File: src/rtl/lsu_pkg.sv
// lsu_pkg: shared funct3 codes and state encoding
// for the load/store sequencer.
package lsu_pkg;

  localparam logic [2:0] F3_B  = 3'b000;
  localparam logic [2:0] F3_H  = 3'b001;
  localparam logic [2:0] F3_W  = 3'b010;
  localparam logic [2:0] F3_BU = 3'b100;
  localparam logic [2:0] F3_HU = 3'b101;

  typedef enum logic [2:0] {
    S_IDLE,
    S_RD_ISSUE,
    S_RD_DATA,
    S_WR,
    S_RMW_RD,
    S_RMW_WR,
    S_DONE,
    S_ERR
  } lsu_state_t;

endpackage

File: src/rtl/lsu_align.sv
// lsu_align: load extract/extend, store merge
// and access fault classification.
module lsu_align
  import lsu_pkg::*;
(
  input  logic        we,
  input  logic [2:0]  funct3,
  input  logic [1:0]  addr,
  input  logic [31:0] mem_rd,
  input  logic [31:0] wdata,
  output logic [31:0] load_data,
  output logic [31:0] store_word,
  output logic        misaligned,
  output logic        illegal
);

  logic [7:0]  ld_byte;
  logic [15:0] ld_half;
  logic [4:0]  bsh;
  logic [4:0]  hsh;

  // select addressed byte/halfword, then extend
  always_comb begin
    ld_byte = mem_rd[7:0];
    unique case (addr)
      2'd0: ld_byte = mem_rd[7:0];
      2'd1: ld_byte = mem_rd[15:8];
      2'd2: ld_byte = mem_rd[23:16];
      2'd3: ld_byte = mem_rd[31:24];
      default: ld_byte = mem_rd[7:0];
    endcase
    ld_half = addr[1] ? mem_rd[31:16] : mem_rd[15:0];
    unique case (funct3)
      F3_B:    load_data = {{24{ld_byte[7]}}, ld_byte};
      F3_BU:   load_data = {24'h0, ld_byte};
      F3_H:    load_data = {{16{ld_half[15]}}, ld_half};
      F3_HU:   load_data = {16'h0, ld_half};
      default: load_data = mem_rd;
    endcase
  end

  // merge store data into the word read back
  always_comb begin
    bsh = {addr, 3'b000};
    hsh = {addr[1], 4'b0000};
    unique case (funct3)
      F3_B: store_word = (mem_rd & ~(32'h0000_00ff << bsh))
                       | ({24'h0, wdata[7:0]} << bsh);
      F3_H: store_word = (mem_rd & ~(32'h0000_ffff << hsh))
                       | ({16'h0, wdata[15:0]} << hsh);
      default: store_word = wdata;
    endcase
  end

  // misaligned / illegal classification
  always_comb begin
    misaligned = 1'b0;
    if (funct3 == F3_H || funct3 == F3_HU)
      misaligned = addr[0];
    else if (funct3 == F3_W)
      misaligned = (addr != 2'b00);
    if (we)
      illegal = !(funct3 == F3_B || funct3 == F3_H
                  || funct3 == F3_W);
    else
      illegal = (funct3 == 3'b011) || (funct3[2:1] == 2'b11);
  end

endmodule

File: src/rtl/lsu_ctrl.sv
// lsu_ctrl: sequences RV32I loads/stores onto a
// word-wide data_mem, sub-word stores as RMW.
module lsu_ctrl
  import lsu_pkg::*;
#(
  parameter int ADDR_W = 32
) (
  input  logic              clk,
  input  logic              rst,
  input  logic              req_valid,
  output logic              req_ready,
  input  logic              req_we,
  input  logic [2:0]        req_funct3,
  input  logic [ADDR_W-1:0] req_addr,
  input  logic [31:0]       req_wdata,
  output logic              resp_valid,
  output logic [31:0]       resp_rdata,
  output logic              resp_err,
  output logic              mem_en,
  output logic              mem_we,
  output logic [ADDR_W-1:0] mem_a,
  output logic [31:0]       mem_wd,
  input  logic [31:0]       mem_rd
);

  lsu_state_t        state_q, state_d;
  logic              we_q, we_d;
  logic [2:0]        f3_q, f3_d;
  logic [ADDR_W-1:0] addr_q, addr_d;
  logic [31:0]       wdata_q, wdata_d;

  logic              idle;
  logic              accept;
  logic              al_we;
  logic [2:0]        al_f3;
  logic [1:0]        al_addr;
  logic [31:0]       al_wdata;
  logic [31:0]       load_data;
  logic [31:0]       store_word;
  logic              misaligned;
  logic              illegal;

  assign idle      = (state_q == S_IDLE);
  assign req_ready = idle & ~rst;
  assign accept    = req_valid & req_ready;

  // In IDLE the aligner classifies the incoming
  // request; afterwards it works on the latched one.
  assign al_we    = idle ? req_we        : we_q;
  assign al_f3    = idle ? req_funct3    : f3_q;
  assign al_addr  = idle ? req_addr[1:0] : addr_q[1:0];
  assign al_wdata = idle ? req_wdata     : wdata_q;

  lsu_align u_align (
    .we         (al_we),
    .funct3     (al_f3),
    .addr       (al_addr),
    .mem_rd     (mem_rd),
    .wdata      (al_wdata),
    .load_data  (load_data),
    .store_word (store_word),
    .misaligned (misaligned),
    .illegal    (illegal)
  );

  // state and request latches
  always_ff @(posedge clk) begin
    if (rst) begin
      state_q <= S_IDLE;
      we_q    <= 1'b0;
      f3_q    <= 3'b000;
      addr_q  <= '0;
      wdata_q <= 32'h0;
    end else begin
      state_q <= state_d;
      we_q    <= we_d;
      f3_q    <= f3_d;
      addr_q  <= addr_d;
      wdata_q <= wdata_d;
    end
  end

  // next state and request capture on acceptance
  always_comb begin
    state_d = state_q;
    we_d    = we_q;
    f3_d    = f3_q;
    addr_d  = addr_q;
    wdata_d = wdata_q;
    if (accept) begin
      we_d    = req_we;
      f3_d    = req_funct3;
      addr_d  = req_addr;
      wdata_d = req_wdata;
    end
    unique case (state_q)
      S_IDLE: begin
        if (accept) begin
          if (misaligned | illegal)
            state_d = S_ERR;
          else if (!req_we)
            state_d = S_RD_ISSUE;
          else if (req_funct3 == F3_W)
            state_d = S_WR;
          else
            state_d = S_RMW_RD;
        end
      end
      S_RD_ISSUE: state_d = S_RD_DATA;
      S_RD_DATA:  state_d = S_IDLE;
      S_WR:       state_d = S_DONE;
      S_RMW_RD:   state_d = S_RMW_WR;
      S_RMW_WR:   state_d = S_DONE;
      S_DONE:     state_d = S_IDLE;
      S_ERR:      state_d = S_IDLE;
      default:    state_d = S_IDLE;
    endcase
  end

  // output decode; reset kills strobes immediately
  always_comb begin
    mem_en     = 1'b0;
    mem_we     = 1'b0;
    mem_wd     = 32'h0;
    resp_valid = 1'b0;
    resp_err   = 1'b0;
    resp_rdata = 32'h0;
    mem_a      = {addr_q[ADDR_W-1:2], 2'b00};
    if (!rst) begin
      unique case (state_q)
        S_RD_ISSUE: mem_en = 1'b1;
        S_RMW_RD:   mem_en = 1'b1;
        S_RD_DATA: begin
          resp_valid = 1'b1;
          resp_rdata = load_data;
        end
        S_WR, S_RMW_WR: begin
          mem_we = 1'b1;
          mem_wd = store_word;
        end
        S_DONE: resp_valid = 1'b1;
        S_ERR: begin
          resp_valid = 1'b1;
          resp_err   = 1'b1;
        end
        default: ;
      endcase
    end
  end

endmodule

File: config.mk
export PLATFORM = sky130hd
export DESIGN_NAME = lsu_ctrl
export DESIGN_NICKNAME = d
export VERILOG_FILES = /design/src/rtl/lsu_pkg.sv /design/src/rtl/lsu_align.sv /design/src/rtl/lsu_ctrl.sv
export SDC_FILE = /design/constraint.sdc
export NUM_CORES = 1
export LEC_CHECK = 0
export ABC_AREA = 0
export CAP_MARGIN = 20
export CORE_MARGIN = 4
export CORE_UTILIZATION = 35
export CTS_BUF_LIST = sky130_fd_sc_hd__clkbuf_16
export CTS_CLUSTER_SIZE = 28
export DETAILED_ROUTE_END_ITERATION = 8
export GPL_TIMING_DRIVEN = 0
export PLACE_DENSITY = 0.78
export SLEW_MARGIN = 10
export SYNTH_ARGS = -nofsm -noshare
export SYNTH_HDL_FRONTEND = slang
export SYNTH_SLANG_ARGS = --single-unit
File: constraint.sdc
create_clock -name clk -period 3.02 [get_ports clk]
set_input_delay 0.604 -clock clk [delete_from_list [all_inputs] [get_ports clk]]
set_output_delay 0.604 -clock clk [all_outputs]
set_load 0.05 [all_outputs]
# --- Word level (Yosys, flattened, before mapping) ---
# Index checks and enable logic that the tools add are counted.
word_totals:
  wordCells: 77
  out_inout_bits: 101
  in_bits: 103
  reg_bits: 71
classes:
  n_reduce_logical: 12
  n_bitwise: 10
  shift: 4
  mux: 28
  n_eq_ne: 18
op_table:
  columns: ["operator", "n"]
  rows:
  - ["two-way mux 32 bit", 5]
  - ["one-hot mux 32 bit (4 select lines)", 1]
  - ["AND 32 bit", 2]
  - ["inverter 32 bit", 2]
  - ["OR 32 bit", 2]
  - ["one-hot mux 32 bit (2 select lines)", 1]
  - ["one-hot mux 8 bit (4 select lines)", 1]
  - ["<< shifter 16 x 5 -> 32 bit", 1]
  - ["<< shifter 16 x 5 -> 32 bit (first input constant)", 1]
  - ["<< shifter 8 x 5 -> 32 bit", 1]
  - ["<< shifter 8 x 5 -> 32 bit (first input constant)", 1]
  - ["equality test 3 bit (second input constant)", 6]
  - ["two-way mux 16 bit", 1]
  - ["equality test 3 x 2 -> 1 bit (second input constant)", 5]
  - ["two-way mux 3 bit", 5]
  - ["one-hot mux 3 bit (5 select lines)", 1]
  - ["two-way mux 1 bit", 12]
  - ["equality test 2 bit (second input constant)", 3]
  - ["equality test 3 x 1 -> 1 bit (second input constant)", 2]
  - ["logical NOT 3 bit", 2]
  - ["logical OR 1 bit", 4]
  - ["OR reduction 2 bit", 2]
  - ["OR reduction 3 bit", 1]
  - ["AND 1 bit", 2]
  - ["other kinds (8)", 8]

# --- Logic depth before layout (Yosys ltp) ---
logic_depth:
  word_depth: 11
  mapped_depth: 8
  ltp_nobuf: 5

# --- By module ---
# From an unflattened synthesis, not the netlist that was laid out.
unflattened:
  cells_unflattened: 628
  area_unflattened_um2: 5398.9
modules_own_cells:
  columns: ["mod", "area_each_um2", "instances", "cells_each", "seq_area_each_um2"]
  rows:
  - ["lsu_ctrl", 4108.9, 1, 396, 1421.4]
  - ["lsu_align", 1290.0, 1, 232, 0.0]

# --- Worst setup path before layout ---
# OpenSTA, ideal clock, no wires.
synth_path:
  path_kind: "in2out"
  start: "in req_addr[1]"
  end: "out resp_rdata[10]"
  cell_stages: 6
  slack_ps: -309
  t_arrival_ps: 2725
  t_required_ps: 2416
  path_cell_list: "buf_2 > clkbuf_1 > nand3_1 > a21oi_1 > a22oi_1 > o21ai_0"
synth_between:
  elab_chain_cells: 6
  word_cells_on_any_way: 10
  classes_between: "eq/ne: 3; mux: 6; reduce/logical: 1"
synth_lines:
  columns: ["element", "line", "rtl"]
  rows:
  - ["from (decl)", "lsu_ctrl.sv:14", "input logic [ADDR_W-1:0] req_addr,"]
  - ["two-way mux 2 bit *", "lsu_ctrl.sv:51", "assign al_addr = idle ? req_addr[1:0] : addr_q[1:0];"]
  - ["equality test 2 bit, or another cell as far along", "lsu_align.sv:25", "unique case (addr)"]
  - ["one-hot mux 8 bit (4 select lines)", "lsu_align.sv:25", null]
  - ["one-hot mux 32 bit (4 select lines) *", "lsu_align.sv:33", "unique case (funct3)"]
  - ["two-way mux 32 bit *", "lsu_ctrl.sv:130", "unique case (state_q)"]
  - ["two-way mux 32 bit *", "lsu_ctrl.sv:129", "if (!rst) begin"]
  - ["to (decl)", "lsu_ctrl.sv:17", "output logic [31:0] resp_rdata,"]
# Every way passes the cells marked *; elsewhere a longest branch is shown, timed or not.

# --- Worst setup path after layout ---
layout_path:
  start: "reg state_q[1]"
  end: "out mem_wd[31]"
layout_between:
  elab_chain_cells: 9
  word_cells_on_any_way: 22
  classes_between: "eq/ne: 3; shift: 4; mux: 6; bitwise: 6; reduce/logical: 3"
layout_lines:
  columns: ["element", "line", "rtl"]
  rows:
  - ["from (decl)", "lsu_ctrl.sv:26", "lsu_state_t state_q, state_d;"]
  - ["from (signal assigned)", "lsu_ctrl.sv:75", "state_q <= state_d;"]
  - ["logical NOT 3 bit", "lsu_ctrl.sv:43", "assign idle = (state_q == S_IDLE);"]
  - ["two-way mux 2 bit", "lsu_ctrl.sv:51", null]
  - ["<< shifter 16 x 5 -> 32 bit or << shifter 8 x 5 -> 32 bit (tied branches)", "lsu_align.sv:49, lsu_align.sv:47", null]
  - ["inverter 32 bit (on tied branches)", "lsu_align.sv:49, lsu_align.sv:47", null]
  - ["AND 32 bit (on tied branches)", "lsu_align.sv:49, lsu_align.sv:47", null]
  - ["OR 32 bit (on tied branches)", "lsu_align.sv:50, lsu_align.sv:48", null]
  - ["one-hot mux 32 bit (2 select lines)", "lsu_align.sv:46", "unique case (funct3)"]
  - ["two-way mux 32 bit *", "lsu_ctrl.sv:130", null]
  - ["two-way mux 32 bit *", "lsu_ctrl.sv:129", null]
  - ["to (decl)", "lsu_ctrl.sv:22", "output logic [31:0] mem_wd,"]
# Marks and branches as above.

==> impl_metrics.yaml <==
pwr:
  ir_worst_vdd_mv: 0.408
  swShare_pct: 49.2
  intPower_mw: 3.94
  p_switching_mw: 3.82
  power_frac_comb_pct: 66.6
  power_density_mw_per_mm2: 824
  p_leak_nw: 3.66
  seqPwrFrac_pct: 18.2
  pwr-share-clk_pct: 15.1
place:
  place.gp.congestion: 1.00
  dp.cells: 1216
  dp_hpwl_mm: 18.4
  port_buffers: 200
clocking:
  clockBufferDepth: 2
  cts_sinks: 71
  holdBufCountCts: 0
  root_buffer: "clkbuf_16"
  htreeDepth: 3
  cts_tree: "done"
  clock_latency_ns: 0.34
  path_clk_slew_ns: 0.07
  cts_made_buffers: 9
sta:
  hold_violations: 0
  rsz0062_at_grt: "yes"
  fin_crit_sh_pct: 101
  worst_slew_pin_slew_ns: 0.631
  fin_worst_skew_ns: 0.00937
  max_freq_ghz: 0.327
  drv_slew: 0
  layout_min_cycle_time_ns: 3.06
  slew_headroom_pct: 57.8
  layout_setup_ws_ns: -0.0394
  setup_tns_ns: -0.135
  setup_viol: 11
detailed_routing:
  remaining_drc_errors: 0
  drtAntennaViolNets: 0
  highest_layer: "met4"
  drt-total-wl_mm: 26.3
  drt-vias-per-instance: 5.96
  wl_met3_mm: 2.79
  route.met2.wl_mm: 11.8
  wire_per_inst_um: 20.9
  drt_iter0_markers: 881
  dr_total_vias: 7492
  dr.pass1.iters: 6
  wl_met1_mm: 10.5
synthesis:
  yosys-top-cells-area: "dfxtp_1 (26%), o21ai_0 (10%), nand2_1 (10%), a22oi_1 (5.3%), buf_4 (5.3%)"
  yosysWarnings: 0
  synth_flop_cell: "dfxtp_1"
  synth_cell_type_count: 56
  synth_top_cells_by_count: "nand2_1 (148), o21ai_0 (112), dfxtp_1 (71)"
  async_flop_share_pct: 0
  synth.most_common_cell: "nand2_1"
  syn_avg_cell_area_sq_um: 6.86
  synth_top_area_share_pct: 25.8
  syn-instance-count: 804
  yosys_register_bits: 71
  netlist_area_sq_mm: 0.00552
  synth-edff-count: 0
  yosys.area.top_type: "dfxtp_1"
  ys_seq_area_share_pct: 25.8
outcome:
  violations: "setup timing"
  run_status: "finished with violations"
floorplan:
  design.core.area_sq_mm: 0.0153
  dieArea_sq_mm: 0.0178
  initial_core_util_pct: 36.0
  die_h_um: 134
  rows: 45
  die_x_um: 134
  ios: 204
setup_path:
  crit_path_end_kind: "output port"
  start_kind: "flip-flop"
  arrival_ns: 2.46
  cp_max_fo: 10
  cp.required_ns: 2.42
  critical_path_class: "reg -> out"
job:
  cap_violations: 0
global_route:
  first_global_vias: 6997
  antenna_found_initial: 0
  grt-ovfl-total: 0
  grt_pass1_wl_mm: 39.1
  grt_max_degree: 14
  grt_util_all_layers_pct: 27.3
layout:
  nets: 1144
  fillers: 1385
  layout-drive-gt1-share_pct: 32.4
  fin_cells: 1257
  seq_area_sq_mm: 0.00143
  area_delta_synth_final_pct: 70.7
  multiInputGateArea_sq_mm: 0.00445
  antenna_cells: 0
min_path:
  hp-class: "reg -> reg"
metal layers:
layer	track usage, %	vias up
li1	-	3398
met1	37.0	3505
met2	42.5	495
met3	5.63	94
met4	11.3	0
met5	0	-
critical path: stages (launching register included):
cell and delay [ns]:
dfxtp_2 0.34, buf_6 0.14, or4b_4 0.64, buf_12 0.21
o22ai_4 0.16, nor3_2 0.07, a22oi_1 0.19, nand3_1 0.16
buf_6 0.19
cell usage in the layout, fill, tap and decap left out, types with 6 or more instances in the layout:
| cell type | instances |
|---|---|
| nand2_1 | 146 |
| clkdlybuf4s50_1 | 125 |
| o21ai_0 | 99 |
| buf_4 | 72 |
| dfxtp_1 | 65 |
| buf_6 | 55 |
| nor2_1 | 39 |
| a22oi_1 | 39 |
| nand3_1 | 29 |
| nor3_2 | 27 |
| buf_2 | 21 |
| o22ai_2 | 20 |
| a21o_1 | 19 |
| a21oi_1 | 19 |
| clkbuf_1 | 18 |
| nor3_1 | 18 |
| a21oi_2 | 18 |
| o21ai_1 | 13 |
| clkbuf_2 | 12 |
| nor3_4 | 10 |
| o22ai_1 | 9 |
| o211ai_1 | 9 |
| a211oi_2 | 9 |
| clkbuf_16 | 9 |
| mux2i_4 | 7 |
| o22ai_4 | 7 |
| mux2i_1 | 6 |
| nand2b_1 | 6 |
| buf_12 | 6 |
| a211oi_1 | 6 |
metrics by stage:
stage	hold WS [ns]	power [mW]	worst slack, ns	util, %	cell area [sq um]
2_1_floorplan	0.436	4.07	0.0473	-	5580
3_3_place_gp	0.445	5.21	-1.23	51.2	7850
3_5_place_dp	0.451	5.23	-1.18	51.2	7850
4_1_cts	0.460	7.03	-0.0400	56.8	8700
5_1_grt	0.476	8.09	-0.108	61.5	9420
6_report	0.455	7.77	-0.0394	61.5	9420
worst paths after layout:
kind	startpoint	to	slack, ns	cells after the start
max	state_q[1]	mem_wd[31]	-0.04	8
min	addr_q[8]	addr_q[8]	0.46	2
max reg2reg	state_q[1]	state_q[1]	0.77	9
min reg2reg	addr_q[8]	addr_q[8]	0.46	2
flip-flops by register name, summed over array words and instances, names as in the netlist:
register  count
addr_q       32
wdata_q      32
f3_q          3
state_q       3
we_q          1
cell type report:
| type | instances | area share, % |
|---|---|---|
| multi-input cells | 629 | 47.3 |
| repair buffers | 232 | 23.9 |
| flip-flops and latches | 71 | 15.2 |
| plain buffers | 94 | 7.24 |
| well taps | 211 | 2.80 |
| clock buffers | 9 | 2.39 |
| clock inverters | 7 | 1.02 |
| inverters | 4 | 0.159 |
power groups by stage:
stage               logic (mW)  registers, mW  clock network, mW
floorplan                 2.79           1.29                  0
global placement          3.86           1.35                  0
detailed placement        3.88           1.35                  0
global route              5.43           1.44               1.22
CTS                       4.45           1.38               1.19
finish                    5.17           1.42               1.18
cell families (layout without fill, tap and decap cells):
logic type      after synthesis  count (layout)  share of synthesized area [%]
mux                          19              19                           4.13
xor+xnor                      2               2                          0.454
simple gates                308             308                           24.8
buf+inv                     105             346                           10.6
flops                        71              71                           25.8
compound gates              298             298                           34.3
other cells                   1               2                         0.0679
what timing repair did:
action / CTS / global route
buffers inserted: 18 / 12
resized for setup: 518 / 165
endpoints found under the setup margin: 66 / 65
cloned: 1 / 1
pin swaps: 18 / 51
(Power assumes the default switching activity.)
